===== src/rtl/fb_pkg.sv =====
`default_nettype none
// ============================================================================
//  Module      : fb_pkg
//  Description : Shared constants and types for the framebuffer arbiter.
//                Holds the framebuffer geometry, the VGA active-area size
//                and the arbiter state encoding.
//  Revision    : 1.0  initial release
// ============================================================================
package fb_pkg;

    localparam int FB_W     = 320;
    localparam int FB_H     = 240;
    localparam int FB_DEPTH = FB_W * FB_H;   // 76800 pixels
    localparam int ADDR_W   = 17;
    localparam int DATA_W   = 8;

    localparam int H_ACTIVE = 640;
    localparam int V_ACTIVE = 480;

    typedef enum logic [0:0] {
        ST_IDLE  = 1'b0,
        ST_CLEAR = 1'b1
    } fb_state_t;

endpackage : fb_pkg
`default_nettype wire


===== src/rtl/vga_delay_line.sv =====
`default_nettype none
// ============================================================================
//  Module      : vga_delay_line
//  Description : Fixed-depth shift register used to re-align the VGA sync
//                signals with the framebuffer read latency.
//  Revision    : 1.0  initial release
//
//  Ports
//    clk    in  1      pixel clock
//    reset  in  1      synchronous active-high reset, clears every stage
//    din    in  WIDTH  value entering the line
//    dout   out WIDTH  din delayed by DEPTH cycles
// ============================================================================
module vga_delay_line #(
    parameter int DEPTH = 2,
    parameter int WIDTH = 3
) (
    input  logic             clk,
    input  logic             reset,
    input  logic [WIDTH-1:0] din,
    output logic [WIDTH-1:0] dout
);

    logic [WIDTH-1:0] r_stage [DEPTH];

    always_ff @(posedge clk) begin
        if (reset) begin
            for (int i = 0; i < DEPTH; i++) begin
                r_stage[i] <= '0;
            end
        end else begin
            r_stage[0] <= din;
            for (int i = 1; i < DEPTH; i++) begin
                r_stage[i] <= r_stage[i-1];
            end
        end
    end

    assign dout = r_stage[DEPTH-1];

endmodule : vga_delay_line
`default_nettype wire


===== src/rtl/fb_arbiter.sv =====
`default_nettype none
// ============================================================================
//  Module      : fb_arbiter
//  Description : Shares a single-port pixel RAM between VGA scan-out reads
//                and a valid/ready writer, with a built-in clear engine.
//                Even active columns are read slots (display always wins);
//                every other cycle is a write slot. Sync outputs are delayed
//                two cycles to line up with the fetched pixel.
//  Revision    : 1.0  initial release
//
//  Ports
//    clk, reset                     pixel clock, synchronous active-high reset
//    hsync_in/vsync_in/video_on_in  timing from the sync generator
//    x, y                           current beam position (800x525 raster)
//    wr_valid/wr_ready              writer handshake
//    wr_addr, wr_data               linear pixel address and value
//    wr_err                         pulse: accepted write was out of range
//    clr_start, clr_color           start a framebuffer fill with clr_color
//    clr_busy, clr_done             fill in progress / fill-finished pulse
//    ram_en/ram_we/ram_addr/ram_wdata/ram_rdata   single-port RAM interface
//    hsync/vsync/video_on/rgb       re-aligned display outputs
// ============================================================================
module fb_arbiter #(
    parameter int FB_W   = fb_pkg::FB_W,
    parameter int FB_H   = fb_pkg::FB_H,
    parameter int ADDR_W = fb_pkg::ADDR_W,
    parameter int DATA_W = fb_pkg::DATA_W
) (
    input  logic              clk,
    input  logic              reset,
    input  logic              hsync_in,
    input  logic              vsync_in,
    input  logic              video_on_in,
    input  logic [9:0]        x,
    input  logic [9:0]        y,
    input  logic              wr_valid,
    output logic              wr_ready,
    input  logic [ADDR_W-1:0] wr_addr,
    input  logic [DATA_W-1:0] wr_data,
    output logic              wr_err,
    input  logic              clr_start,
    input  logic [DATA_W-1:0] clr_color,
    output logic              clr_busy,
    output logic              clr_done,
    output logic              ram_en,
    output logic              ram_we,
    output logic [ADDR_W-1:0] ram_addr,
    output logic [DATA_W-1:0] ram_wdata,
    input  logic [DATA_W-1:0] ram_rdata,
    output logic              hsync,
    output logic              vsync,
    output logic              video_on,
    output logic [DATA_W-1:0] rgb
);

    import fb_pkg::*;

    localparam logic [ADDR_W-1:0] c_fb_depth  = ADDR_W'(FB_W * FB_H);
    localparam logic [ADDR_W-1:0] c_last_addr = ADDR_W'(FB_W * FB_H - 1);

    fb_state_t         r_state;
    logic [ADDR_W-1:0] r_clr_cnt;
    logic [DATA_W-1:0] r_clr_color;
    logic              r_clr_done;
    logic              r_wr_err;
    logic              r_rd_d1;
    logic [DATA_W-1:0] r_pix;

    logic              w_read_slot;
    logic              w_write_slot;
    logic              w_wr_fire;
    logic              w_wr_in_range;
    logic              w_clr_write;
    logic [ADDR_W-1:0] w_row;
    logic [ADDR_W-1:0] w_col;
    logic [ADDR_W-1:0] w_row_base;
    logic [ADDR_W-1:0] w_pix_addr;
    logic [2:0]        w_sync_d;
    logic              w_unused_y0;

    // ------------------------------------------------------------------
    // Slot selection and handshake
    // ------------------------------------------------------------------
    assign w_read_slot   = video_on_in && !x[0];
    assign w_write_slot  = !w_read_slot;
    assign wr_ready      = w_write_slot && (r_state == ST_IDLE);
    assign w_wr_fire     = wr_valid && wr_ready;
    assign w_wr_in_range = wr_addr < c_fb_depth;
    assign w_clr_write   = w_write_slot && (r_state == ST_CLEAR);

    // ------------------------------------------------------------------
    // Scan-out address: 2x pixel and line doubling, so the framebuffer
    // row/column are simply y>>1 and x>>1. y[0] only selects which of the
    // two doubled lines is on screen and never reaches the address.
    // ------------------------------------------------------------------
    assign w_row       = ADDR_W'(y[9:1]);
    assign w_col       = ADDR_W'(x[9:1]);
    assign w_unused_y0 = y[0];

    if (FB_W == 320) begin : g_row_mul_shift
        // 320 = 256 + 64, so the row base is two shifts and an add.
        assign w_row_base = (w_row << 8) + (w_row << 6);
    end else begin : g_row_mul_generic
        assign w_row_base = ADDR_W'(w_row * FB_W);
    end

    assign w_pix_addr = w_row_base + w_col;

    // ------------------------------------------------------------------
    // RAM port mux: read slot > clear write > writer transfer
    // ------------------------------------------------------------------
    always_comb begin
        ram_en    = 1'b0;
        ram_we    = 1'b0;
        ram_addr  = '0;
        ram_wdata = '0;
        if (!reset) begin
            if (w_read_slot) begin
                ram_en   = 1'b1;
                ram_addr = w_pix_addr;
            end else if (w_clr_write) begin
                ram_en    = 1'b1;
                ram_we    = 1'b1;
                ram_addr  = r_clr_cnt;
                ram_wdata = r_clr_color;
            end else if (w_wr_fire && w_wr_in_range) begin
                ram_en    = 1'b1;
                ram_we    = 1'b1;
                ram_addr  = wr_addr;
                ram_wdata = wr_data;
            end
        end
    end

    // ------------------------------------------------------------------
    // Clear engine, status pulses and pixel register
    // ------------------------------------------------------------------
    always_ff @(posedge clk) begin
        if (reset) begin
            r_state     <= ST_IDLE;
            r_clr_cnt   <= '0;
            r_clr_color <= '0;
            r_clr_done  <= 1'b0;
            r_wr_err    <= 1'b0;
            r_rd_d1     <= 1'b0;
            r_pix       <= '0;
        end else begin
            r_clr_done <= 1'b0;
            // Out-of-range writes are still accepted so the writer is never
            // stalled; they are simply dropped and flagged a cycle later.
            r_wr_err   <= w_wr_fire && !w_wr_in_range;
            r_rd_d1    <= w_read_slot;
            // RAM data for a read slot arrives one cycle later; the register
            // then holds it across the odd column that shares the pixel.
            if (r_rd_d1) begin
                r_pix <= ram_rdata;
            end

            case (r_state)
                ST_IDLE: begin
                    if (clr_start) begin
                        r_state     <= ST_CLEAR;
                        r_clr_cnt   <= '0;
                        r_clr_color <= clr_color;
                    end
                end
                ST_CLEAR: begin
                    if (w_clr_write) begin
                        if (r_clr_cnt == c_last_addr) begin
                            r_state    <= ST_IDLE;
                            r_clr_cnt  <= '0;
                            r_clr_done <= 1'b1;
                        end else begin
                            r_clr_cnt <= r_clr_cnt + ADDR_W'(1);
                        end
                    end
                end
                default: begin
                    r_state <= ST_IDLE;
                end
            endcase
        end
    end

    assign clr_busy = (r_state == ST_CLEAR);
    assign clr_done = r_clr_done;
    assign wr_err   = r_wr_err;

    // ------------------------------------------------------------------
    // Sync re-alignment to the two-cycle pixel path
    // ------------------------------------------------------------------
    vga_delay_line #(
        .DEPTH (2),
        .WIDTH (3)
    ) u_sync_dly (
        .clk   (clk),
        .reset (reset),
        .din   ({hsync_in, vsync_in, video_on_in}),
        .dout  (w_sync_d)
    );

    assign hsync    = w_sync_d[2];
    assign vsync    = w_sync_d[1];
    assign video_on = w_sync_d[0];
    assign rgb      = video_on ? r_pix : '0;

endmodule : fb_arbiter
`default_nettype wire

===== config.mk =====
export PLATFORM = sky130hd
export DESIGN_NAME = fb_arbiter
export DESIGN_NICKNAME = d
export VERILOG_FILES = /design/src/rtl/fb_pkg.sv /design/src/rtl/vga_delay_line.sv /design/src/rtl/fb_arbiter.sv
export SDC_FILE = /design/constraint.sdc
export NUM_CORES = 1
export LEC_CHECK = 0
export CORE_UTILIZATION = 35
export CTS_CLUSTER_SIZE = 8
export DETAILED_ROUTE_END_ITERATION = 16
export PLACE_DENSITY = 0.72
export SLEW_MARGIN = 15
export SYNTH_ARGS = -nofsm -noshare
export SYNTH_HDL_FRONTEND = slang
export SYNTH_SLANG_ARGS = --single-unit

===== constraint.sdc =====
create_clock -name clk -period 11.2 [get_ports clk]
set_input_delay 2.8 -clock clk [delete_from_list [all_inputs] [get_ports clk]]
set_output_delay 2.8 -clock clk [all_outputs]
set_load 0.01 [all_outputs]

==> results.yml <==
cts:
  cts_tree: "yes"
  htree_levels: 2
  cts_hold_buf: 0
  cts-root-buf: "clkbuf_8"
  numCtsBuffers: 5
  post-cts-setup-buffers: 0
  cts_resized: 0
  insertion_delay_ns: 0.29
  clkSinkCount: 43
  path_clk_slew_ns: 0.07
  cts_buffer_depth: 2
pwr:
  seqPwrFrac_pct: 44.3
  cellPowerDensity_nw_per_um2: 87.1
  swShare_pct: 29.0
  p_int_uw: 257
  p_clk_share_pct: 25.1
  combPwrFrac_pct: 30.6
  p_leak_uw: 0.00155
  ir_drop_uv: 43.9
  power.net_switching_uw: 105
  p_total_uw: 361
outcome:
  outcome: "finished clean"
logic_synthesis:
  ys.flop_type: "dfxtp_1"
  synth_area_per_cell_um2: 8.09
  synth_nets: 450
  syn_inst: 362
  synth-warning-count: 0
  yosysUniqueCellTypes: 52
  ys_seq_elements: 43
  synth_area_um2: 2930
  synth_edf_count: 0
  ys_seq_area_share_pct: 29.4
  ys_async_sr_fraction_pct: 0
finish:
  fin_util_pct: 50.8
  final_net_count: 549
  layout_commonest_cell: "clkdlybuf4s50_1"
  mostFrequentLayoutCells: "clkdlybuf4s50_1, dfxtp_1, nand2_1"
  n_antenna_cell: 0
  fill_cells: 800
  area_delta_synth_final_pct: 41.7
  layout-drive-gt1-share_pct: 4.57
timing:
  tns_ns: 0
  setup_viol: 0
  setup_ws_ns: 2.19
  rsz0062_at_grt: "false"
  fin_crit_sh_pct: 80.4
  drv_slew: 0
  max-slew-margin-rel_pct: 32.7
  fin_worst_skew_ns: 0.00569
  finalHoldViolations: 0
  min_period_ns: 9.01
  tightest_slew_ns: 1.01
  max_freq_mhz: 111
grt:
  grt_max_degree: 47
  grt_pass1_vias: 2851
  antenna_found_initial: 0
  grt_pass1_wl_um: 13400
  grt_util_all_layers_pct: 19.2
  grt-ovfl-total: 0
worst_setup_path:
  arrival_ns: 6.21
  worst-setup-path-type: "in2out"
  slowest_stage: "a2111oi_0"
  slowest_delay_ns: 0.61
  path_buf_inv: 4
  cp-start-kind: "primary input"
  worstPathRequired_ns: 8.40
  crit_fanout: 4
  crit_family: "buffers and inverters"
  path_cells: "clkdlybuf4s50_1 -> inv_1 -> fa_1 -> inv_1 -> fa_1 -> nand3_1 -> nand2_1 -> a2111oi_0 -> mux2i_1 -> nor3_1 -> clkdlybuf4s50_1"
  endpoint_kind: "output port"
routing:
  firstDrtPassIters: 4
  wl_met2_um: 3960
  wl_met3_um: 485
  routedLengthMet1_um: 3720
  wirelength_um: 8290
  final_antenna_net_count: 0
  drt-vias-per-instance: 5.40
  drc: 0
  vias: 3053
  drtIter0Drc: 203
  routed.top_layer: "met4"
  routedWlPerCell_um: 14.7
placed_design:
  gp_congestion: 0.824
  hpwl_um: 6330
  numPortBuffers: 108
  pre_cts_slack_ns: 2.22
floorplan:
  rows: 33
  core_um2: 8180
  io_pins: 110
  initial_core_util_pct: 35.8
  die_h_um: 93.5
  chipWidth_um: 93.5
  dieArea_um2: 8740
hold_path:
  hold_class: "reg2reg"
flow_run:
  max-cap-violations: 0
==> logic make-up (layout without fill, tap and decap cells) <==
kind of cell               after synthesis  after routing  share of synthesized area [%]
and+or+nand+nor                        151            151                           27.2
AOI/OAI and AO/OA                       89             89                           20.1
DFF                                     43             43                           29.4
buffers and inverters                   29            127                           4.14
muxes                                   26             26                           8.97
adders and majority gates               20             20                           9.06
xor gates and xnor gates                 4              4                           1.20
==> state kept, by name, indices dropped and copies added (netlist names) <==
register / count
r_pix: 8
clr_done: 1
r_clr_color: 8
wr_err: 1
r_rd_d1: 1
r_clr_cnt: 17
clr_busy: 1
u_sync_dly.r_stage: 6
==> Yosys cell counts, types with 2 or more instances <==
master	count	area [um^2]
o21ai_1	10	50.1
clkbuf_1	12	45.0
a221oi_1	2	17.5
nand4_1	10	62.6
buf_2	4	20.0
a22o_1	10	87.6
a211o_1	2	17.5
nand3b_1	3	22.5
and2_1	11	68.8
nand2b_1	5	31.3
nor4_2	2	25.0
a211oi_1	11	82.6
nor2b_1	9	56.3
a2111oi_0	2	17.5
nor3_1	9	45.0
o211ai_1	2	15.0
nand2_1	37	139
nor2_1	33	124
xnor2_1	2	17.5
inv_1	8	30.0
or3_1	3	18.8
fa_1	2	40.0
nand3_1	13	65.1
mux2i_1	24	240
dfxtp_1	43	861
o21ai_0	4	20.0
ha_1	18	225
buf_1	2	7.51
a21oi_1	34	170
a21o_1	3	22.5
a41oi_1	2	17.5
xor2_1	2	17.5
inv_2	2	7.51
and3_1	8	50.1
==> area by class of cell <==
type                       instances  area, um^2  area share (%)
multi-input combinational        290        1950            47.0
timing repair buffer             111        1100            26.5
sequential                        43         861            20.7
tap                              105         131            3.17
clock buffer                       6        72.6            1.75
inverter                          10        37.5           0.904
==> path summary, 6_finish.rpt <==
path                                             from                             endpoint  slack, ns  depth (start not counted)
setup / recovery                                 y[1]                         ram_addr[15]       2.19                         11
setup reg to reg                  clr_busy$_SDFF_PP0_            r_clr_cnt[4]$_SDFFE_PP0P_       9.11                          5
hold reg to reg   u_sync_dly.r_stage[0][1]$_SDFF_PP0_  u_sync_dly.r_stage[0][4]$_SDFF_PP0_       0.44                          1
hold / removal    u_sync_dly.r_stage[0][1]$_SDFF_PP0_  u_sync_dly.r_stage[0][4]$_SDFF_PP0_       0.44                          1
==> metrics by stage <==
step / std cells / area, um^2 / hold WS (ns)
floorplan: 362 / 2930 / 0.414
global route: 565 / 4150 / 0.453
CTS: 565 / 4150 / 0.443
global placement: 559 / 4080 / 0.419
finish: 565 / 4150 / 0.440
detailed placement: 559 / 4080 / 0.426
==> power by group through the flow <==
stage / sequential, uW / combinational, uW / clock, uW
floorplan: 163 / 60.4 / 0
global placement: 164 / 108 / 0
detailed placement: 164 / 110 / 0
CTS: 160 / 111 / 93.7
global route: 161 / 121 / 99.6
finish: 160 / 111 / 90.6
==> routing by layer <==
| metal | GRT usage, % | up-vias |
|---|---|---|
| met1 | 24.9 | 1432 |
| met5 | 0 | - |
| li1 | - | 1516 |
| met4 | 4.36 | 0 |
| met2 | 32.9 | 93 |
| met3 | 3.50 | 12 |
Power figures use the tool's default switching activity.
